==> config.mk <==
export PLATFORM = sky130hd
export DESIGN_NAME = pipeline_skid_chain
export DESIGN_NICKNAME = d
export VERILOG_FILES = /design/src/rtl/pipeline_skid_chain.sv
export SDC_FILE = /design/constraint.sdc
export NUM_CORES = 1
export LEC_CHECK = 0
export CAP_MARGIN = 5
export CORE_MARGIN = 5
export CORE_UTILIZATION = 46
export CTS_CLUSTER_SIZE = 8
export DETAILED_ROUTE_END_ITERATION = 8
export DONT_BUFFER_PORTS = 1
export SYNTH_ARGS = -nofsm -noshare
export SYNTH_HDL_FRONTEND = slang
export SYNTH_SLANG_ARGS = --single-unit
export TNS_END_PERCENT = 20
==> constraint.sdc <==
create_clock -name clk -period 2.8 [get_ports clk]
set_input_delay 0.56 -clock clk [delete_from_list [all_inputs] [get_ports clk]]
set_output_delay 0.56 -clock clk [all_outputs]
set_load 0.02 [all_outputs]
==> src/rtl/pipeline_skid_chain.sv <==
// pipeline_skid_chain
//   Ready/valid pipeline of DEPTH stages, WIDTH bits wide, used to retime long
//   paths between a producer and a consumer. Each stage is one of two kinds:
//     REG_READY=1 : two-entry skid stage (main + skid). Its ready comes straight
//                   from a flop, so no combinational ready path crosses it.
//     REG_READY=0 : single-entry stage. Its ready is ~valid | ready from below.
//   Adds a synchronous flush of all held entries and a registered occupancy count.
//
// Ports
//   clk        : clock, everything on the rising edge
//   rst        : synchronous reset, active-high (clears valids, data and count)
//   flush      : synchronous clear of all stored entries; blocks input that cycle
//   in_valid   : upstream data valid
//   in_ready   : upstream may transfer this cycle
//   in_data    : upstream payload
//   out_valid  : downstream data valid
//   out_ready  : downstream accepts this cycle
//   out_data   : downstream payload
//   occupancy  : number of entries currently held (0..CAP)
module pipeline_skid_chain #(
    parameter int WIDTH     = 32,
    parameter int DEPTH     = 2,
    parameter int REG_READY = 1,
    localparam int CAP      = DEPTH * ((REG_READY != 0) ? 2 : 1),
    localparam int OCC_W    = $clog2(CAP + 1)
) (
    input  logic             clk,
    input  logic             rst,
    input  logic             flush,
    input  logic             in_valid,
    output logic             in_ready,
    input  logic [WIDTH-1:0] in_data,
    output logic             out_valid,
    input  logic             out_ready,
    output logic [WIDTH-1:0] out_data,
    output logic [OCC_W-1:0] occupancy
);

    // Per-stage handshake: stage k consumes stg_vld_in/stg_dat_in and
    // presents stg_vld_out/stg_dat_out, seeing stg_rdy_dn from below.
    logic [DEPTH-1:0] stg_vld_in;
    logic [DEPTH-1:0] stg_rdy;
    logic [DEPTH-1:0] stg_vld_out;
    logic [DEPTH-1:0] stg_rdy_dn;
    logic [WIDTH-1:0] stg_dat_in  [DEPTH];
    logic [WIDTH-1:0] stg_dat_out [DEPTH];

    for (genvar k = 0; k < DEPTH; k++) begin : g_stage
        if (k == 0) begin : g_head
            // Nothing may enter while a flush is in progress.
            assign stg_vld_in[k] = in_valid & ~flush;
            assign stg_dat_in[k] = in_data;
        end else begin : g_link
            assign stg_vld_in[k] = stg_vld_out[k-1];
            assign stg_dat_in[k] = stg_dat_out[k-1];
        end

        if (k == DEPTH - 1) begin : g_tail
            assign stg_rdy_dn[k] = out_ready;
        end else begin : g_mid
            assign stg_rdy_dn[k] = stg_rdy[k+1];
        end

        if (REG_READY != 0) begin : g_skid
            logic             m_vld_q, m_vld_d, s_vld_q, s_vld_d;
            logic [WIDTH-1:0] m_dat_q, m_dat_d, s_dat_q, s_dat_d;
            logic             acc, drn;

            assign acc = stg_vld_in[k] & ~s_vld_q;
            assign drn = m_vld_q & stg_rdy_dn[k];

            always_comb begin
                m_vld_d = m_vld_q;
                m_dat_d = m_dat_q;
                s_vld_d = s_vld_q;
                s_dat_d = s_dat_q;
                if (m_vld_q && !drn) begin
                    // Main is stuck: a new item can only go into the skid slot.
                    if (acc) begin
                        s_vld_d = 1'b1;
                        s_dat_d = stg_dat_in[k];
                    end
                end else if (s_vld_q) begin
                    // Main frees up: promote the skid entry. Ready is low, so
                    // no accept competes with this move.
                    m_vld_d = 1'b1;
                    m_dat_d = s_dat_q;
                    s_vld_d = 1'b0;
                end else if (acc) begin
                    m_vld_d = 1'b1;
                    m_dat_d = stg_dat_in[k];
                end else begin
                    m_vld_d = 1'b0;
                end
            end

            always_ff @(posedge clk) begin
                if (rst) begin
                    m_vld_q <= 1'b0;
                    s_vld_q <= 1'b0;
                    m_dat_q <= '0;
                    s_dat_q <= '0;
                end else if (flush) begin
                    m_vld_q <= 1'b0;
                    s_vld_q <= 1'b0;
                end else begin
                    m_vld_q <= m_vld_d;
                    s_vld_q <= s_vld_d;
                    m_dat_q <= m_dat_d;
                    s_dat_q <= s_dat_d;
                end
            end

            assign stg_rdy[k]     = ~s_vld_q;
            assign stg_vld_out[k] = m_vld_q;
            assign stg_dat_out[k] = m_dat_q;
        end else begin : g_reg
            logic             m_vld_q, m_vld_d;
            logic [WIDTH-1:0] m_dat_q, m_dat_d;
            logic             rdy, acc, drn;

            // Ready passes through combinationally when the slot will drain.
            assign rdy = ~m_vld_q | stg_rdy_dn[k];
            assign acc = stg_vld_in[k] & rdy;
            assign drn = m_vld_q & stg_rdy_dn[k];

            always_comb begin
                m_vld_d = acc | (m_vld_q & ~drn);
                m_dat_d = acc ? stg_dat_in[k] : m_dat_q;
            end

            always_ff @(posedge clk) begin
                if (rst) begin
                    m_vld_q <= 1'b0;
                    m_dat_q <= '0;
                end else if (flush) begin
                    m_vld_q <= 1'b0;
                end else begin
                    m_vld_q <= m_vld_d;
                    m_dat_q <= m_dat_d;
                end
            end

            assign stg_rdy[k]     = rdy;
            assign stg_vld_out[k] = m_vld_q;
            assign stg_dat_out[k] = m_dat_q;
        end
    end

    assign in_ready  = stg_rdy[0] & ~flush;
    assign out_valid = stg_vld_out[DEPTH-1];
    assign out_data  = stg_dat_out[DEPTH-1];

    // Occupancy follows the outer handshakes only; internal moves do not change it.
    logic             acc_in, drn_out;
    logic [OCC_W-1:0] occ_q, occ_d;

    assign acc_in  = in_valid & in_ready;
    assign drn_out = out_valid & out_ready;

    always_comb begin
        occ_d = occ_q + OCC_W'(acc_in) - OCC_W'(drn_out);
    end

    always_ff @(posedge clk) begin
        if (rst || flush) begin
            occ_q <= '0;
        end else begin
            occ_q <= occ_d;
        end
    end

    assign occupancy = occ_q;

endmodule

# Word level (Yosys, flattened, before mapping)
# Cells that the tools add are included.
[totals] output_inout_bits=37 in_bits=37 register_bits=135 wordCells=44
[op_classes] bitwise_logic=11 muxes=8 add_sub_neg=2 n_reduce_logical=14
[ops] operator="$mux W32" n=4
[ops] operator="$reduce_and A3 Y1" n=4
[ops] operator="$and A1 B1 Y1" n=6
[ops] operator="$reduce_or A3 Y1" n=2
[ops] operator="$not A1 Y1" n=5
[ops] operator="$mux W1" n=4
[ops] operator="$reduce_bool A2 Y1" n=2
[ops] operator="$add A3 B1 Y3" n=1
[ops] operator="$sub A3 B1 Y3" n=1
[ops] operator="$logic_and A1 B1 Y1" n=2
[ops] operator="$logic_not A1 Y1" n=2
[ops] operator="$reduce_or A2 Y1" n=1
[ops] operator="$logic_or A1 B1 Y1" n=1

# Logic depth before layout (Yosys ltp)
[depth] word_depth=6 mapped_depth=9 ltp_nobuf=8

# Worst setup path after synthesis
# Ideal clock, no wire load.
[synth_path] path_kind="input to register" from="input flush" to="register occ_q[2], in the netlist occupancy[2]" required_time_ps=2677 slack_ps=671 setup_ps=123 t_arrival_ps=2007 n_path_buf=0 path_stages=8 cell_sequence="or3b_4 ha_1 inv_1 ha_1 inv_1 fa_1 xnor2_1 nor2_1"
[synth_via] elab_chain_cells=5 word_cells_on_any_way=6 cone_classes="add/sub: 2; bitwise: 3; reduce/logical: 1"
[synth_rtl] item="from (decl)" line="29" rtl="input logic flush,"
[synth_rtl] item="$not A1 Y1 (no source line)"
[synth_rtl] item="$and A1 B1 Y1" line="150" rtl="assign in_ready = stg_rdy[0] & ~flush;"
[synth_rtl] item="$and A1 B1 Y1" line="158" rtl="assign acc_in = in_valid & in_ready;"
[synth_rtl] item="$add A3 B1 Y3" line="162" rtl="occ_d = occ_q + OCC_W'(acc_in) - OCC_W'(drn_out);"
[synth_rtl] item="$sub A3 B1 Y3" line="162"
[synth_rtl] item="to (signal assigned)" line="167" rtl="occ_q <= '0;"
[synth_rtl] item="to (signal assigned)" line="169" rtl="occ_q <= occ_d;"
[synth_rtl] item="to (decl)" line="156" rtl="logic [OCC_W-1:0] occ_q, occ_d;"
# Parallel ways exist; a longest one is shown, timed or not.
# A chain may end at the register's enable or synchronous reset.

# Worst setup path after layout
[layout_path] from="register g_stage[0].g_skid.s_vld_q" to="output in_ready"
[layout_via] elab_chain_cells=2
[layout_rtl] item="from (decl)" line="65" rtl="logic m_vld_q, m_vld_d, s_vld_q, s_vld_d;"
[layout_rtl] item="from (signal assigned)" line="108" rtl="s_vld_q <= s_vld_d;"
[layout_rtl] item="$not A1 Y1" line="114" rtl="assign stg_rdy[k] = ~s_vld_q;"
[layout_rtl] item="$and A1 B1 Y1" line="150"
[layout_rtl] item="to (decl)" line="31" rtl="output logic in_ready,"
# No other way between the ends.

==> metrics.cfg <==
[logic_synthesis]
synthTopCellsByArea = sky130_fd_sc_hd__dfxtp_1 (42%), sky130_fd_sc_hd__mux2i_1 (25%), sky130_fd_sc_hd__nand2b_1 (13%), sky130_fd_sc_hd__a211oi_2 (6.1%), sky130_fd_sc_hd__or2_2 (3.2%)
yosys-top-cells-count = sky130_fd_sc_hd__mux2i_1 (160), sky130_fd_sc_hd__dfxtp_1 (135), sky130_fd_sc_hd__nand2b_1 (129)
synth_cell_types = 28
postSynthRegisterBits = 135
synth_top_flop_cell = sky130_fd_sc_hd__dfxtp_1
synth_top_area_share = 0.4240
ys_seq_area_frac = 0.4240
ys.warnings.count = 0
synth_area_leader_cell = sky130_fd_sc_hd__dfxtp_1
synth_edf_count = 0
synth_cells = 601
synthesis.area_per_instance_sq_um = 10.61
synth_fp_nets = 641
syn_area_sq_um = 6374
yosys.cell_count.top_type = sky130_fd_sc_hd__mux2i_1
asyncSetResetFlopFracSynth = 0

[power]
static-leakage-power_uw = 0.002250
ir_worst_vdd_mv = 0.3623
power.density_nw_per_um2 = 617.5

[clocking]
cts.root.buffer_cell = sky130_fd_sc_hd__clkbuf_16
post_cts_resize_count = 0
cts-buffers-inserted = 17
cts.sink_count = 135
cts.repair_timing.setup_buffer_count = 0
worst_setup_hold_path_clk_slew_ps = 50
tritoncts_clock_tree = built
maximum_level_of_the_cts_h_tree = 4
cts.hold.buffers_added = 0
clock_latency_ps = 410
cts_buffer_depth = 2

[floorplanning]
start_util = 0.4646
placementRows = 43
die_area_sq_um = 16310
num_io_pins = 74
core_region_area_sq_um = 13720
width_of_the_die_microns = 127.7
floorplan.die.height_microns = 127.7

[hold_path]
hold-path-endpoint = out_data[19]
min-delay-path-class = input port to register
whs_path_depth = 1
min-delay-start = rst

[timing]
finalHoldWorstSlack_ps = 246.7
final-hold-violation-count = 0
finalMaxSlewViolations = 0
grt_setup_unrepaired = no
timing.clock.skew_ps = 4.584
fmaxAchievable_mhz = 435.2
max_slew.worst_pin.slew_ps = 656.8
period_minus_slack_ps = 2298
finalSetupTns_ps = 0
final_setup_violation_count = 0
final_min_period_over_clock_period = 0.8206
timing.max_slew.rel_slack = 0.5621

[global_routing]
grt_antenna_before_repair = 0
first_global_vias = 4116
grt-ovfl-total = 0
gr-usage-met2 = 0.2710
groute.layer.met3.usage = 0.06500
grt_use_total = 0.1635
grt_util_met1 = 0.1943
grt_start_max_net_pins = 194
grt-busiest-layer = met2
grt_first_pass_wirelength_microns = 21000

[placed_design]
port-buffer-count = 0
dp.final_hpwl_microns = 8034
routabilityCongestion = 0.7166

[routing]
drt-initial-drc-count = 237
remaining_drc_errors = 0
drtAntennaViolNets = 0
routed_wire_length_per_instance_microns = 16.70
via_count = 4005
via_per_inst = 5.195
drt_pass_1_iters = 4
postRouteWirelength_microns = 12880

[worst_setup_path]
worstSetupPathType = register to output port
kind_of_start_point_of_the_critical_path = register
crit_path_max_fanout = 20
required_ps = 2240
regToRegEndpoint = occupancy[2]
critical_path.reg2reg.startpoint = g_stage[0].g_skid.s_vld_q
crit_path_cell_trace = buf_4 > nor2_1
r2r_slack_ps = 620
largest_stage_delay_on_the_critical_path_ps = 650
r2r.worst_path.cells = 8
critical_path.endpoint_type = output port
arrival_ps = 1740
critical-path-slowest-cell = sky130_fd_sc_hd__dfxtp_2

[flow_run]
cap_viol_max_count = 0

[final_layout]
area_overhead_of_the_layout_relative_to_synthesis_pct = 9.482
final_layout_size_suffix_gt1_frac = 0.1777
diodes = 0
final_nets = 619

[outcome]
run_status = completed

[area by class of cell]
type                    count  area [sq um]
repair buffers             11         107.6
flip-flops and latches    135          2705
clock inverters             4         70.07
fillers                  1257          6741
inverters                   3         11.26
clock buffers              27         473.0
well taps                 180         225.2
multi-input cells         411          3386
[cells in the final DEF, fill, tap and decap left out, drive strengths merged, types with 2 or more instances in the layout]
master  instances
mux2i         160
dfxtp         135
nand2b        129
a21oi          34
or2            33
a211oi         33
clkbuf         27
buf            11
nor2            7
inv             3
nor3            2
ha              2
bufinv          2
clkinv          2
and2            2
[cells by family after synthesis]
group	count (synthesis)	share of synthesized area
DFF	135	0.4240
buffers and inverters	55	0.04751
xor gates and xnor gates	2	0.002749
muxes	160	0.2513
adders and majority gates	3	0.007067
and+or+nand+nor	177	0.1745
AOI/OAI and AO/OA	69	0.09285
[power breakdown]
group          switching, uW  internal [uW]  total, uW
Clock                    769           1330       2100
Sequential              47.3           1960       2010
Combinational           88.2            113        201
[worst max-delay path by stage]
| stage | startpoint | to | slack [ps] | cells past startpoint |
|---|---|---|---|---|
| after CTS | g_stage[0].g_skid.s_vld_q | in_ready | 460 | 2 |
| after global routing | g_stage[0].g_skid.s_vld_q | in_ready | 430 | 2 |
| final | g_stage[0].g_skid.s_vld_q | in_ready | 500 | 2 |
| after detailed placement | g_stage[0].g_skid.s_vld_q | occupancy[2] | 610 | 8 |
| after global placement | g_stage[0].g_skid.s_vld_q | occupancy[2] | 630 | 8 |
| after floorplan | flush | occupancy[2] | 670 | 8 |
[layer usage]
layer / share of wire / up-vias / wire (microns)
met5: 0 / - / 0
met4: 0.014 / 0 / 175
met3: 0.065 / 14 / 834
met2: 0.48 / 64 / 6241
met1: 0.44 / 1915 / 5627
li1: - / 2012 / -
[per-stage QoR]
step | std cells | utilization | setup WS, ps | power (uW) | instance area [sq um]
after floorplan | 601 | - | 670.6 | 2251 | 6374
after global placement | 740 | 0.4690 | 631.7 | 2252 | 6435
after detailed placement | 740 | 0.4690 | 614.2 | 2257 | 6435
after CTS | 771 | 0.5086 | 461.9 | 4364 | 6978
after global routing | 771 | 0.5086 | 433.9 | 4487 | 6978
final | 771 | 0.5086 | 502.4 | 4309 | 6978
[flip-flops by register name, summed over array words and instances (netlist names)]
| register | flops |
|---|---|
| out_valid | 1 |
| occupancy | 3 |
| g_stage.g_skid.s_vld_q | 2 |
| out_data | 32 |
| g_stage.g_skid.m_vld_q | 1 |
| g_stage.g_skid.m_dat_q | 32 |
| g_stage.g_skid.s_dat_q | 64 |
[worst max-delay path: cells and delay by family (launching register included)]
family | cells | cell delay (ps)
buffers and inverters | 1 | 440
DFF | 1 | 650
and+or+nand+nor | 1 | 220
No activity file was read; power rests on OpenSTA's default activity.
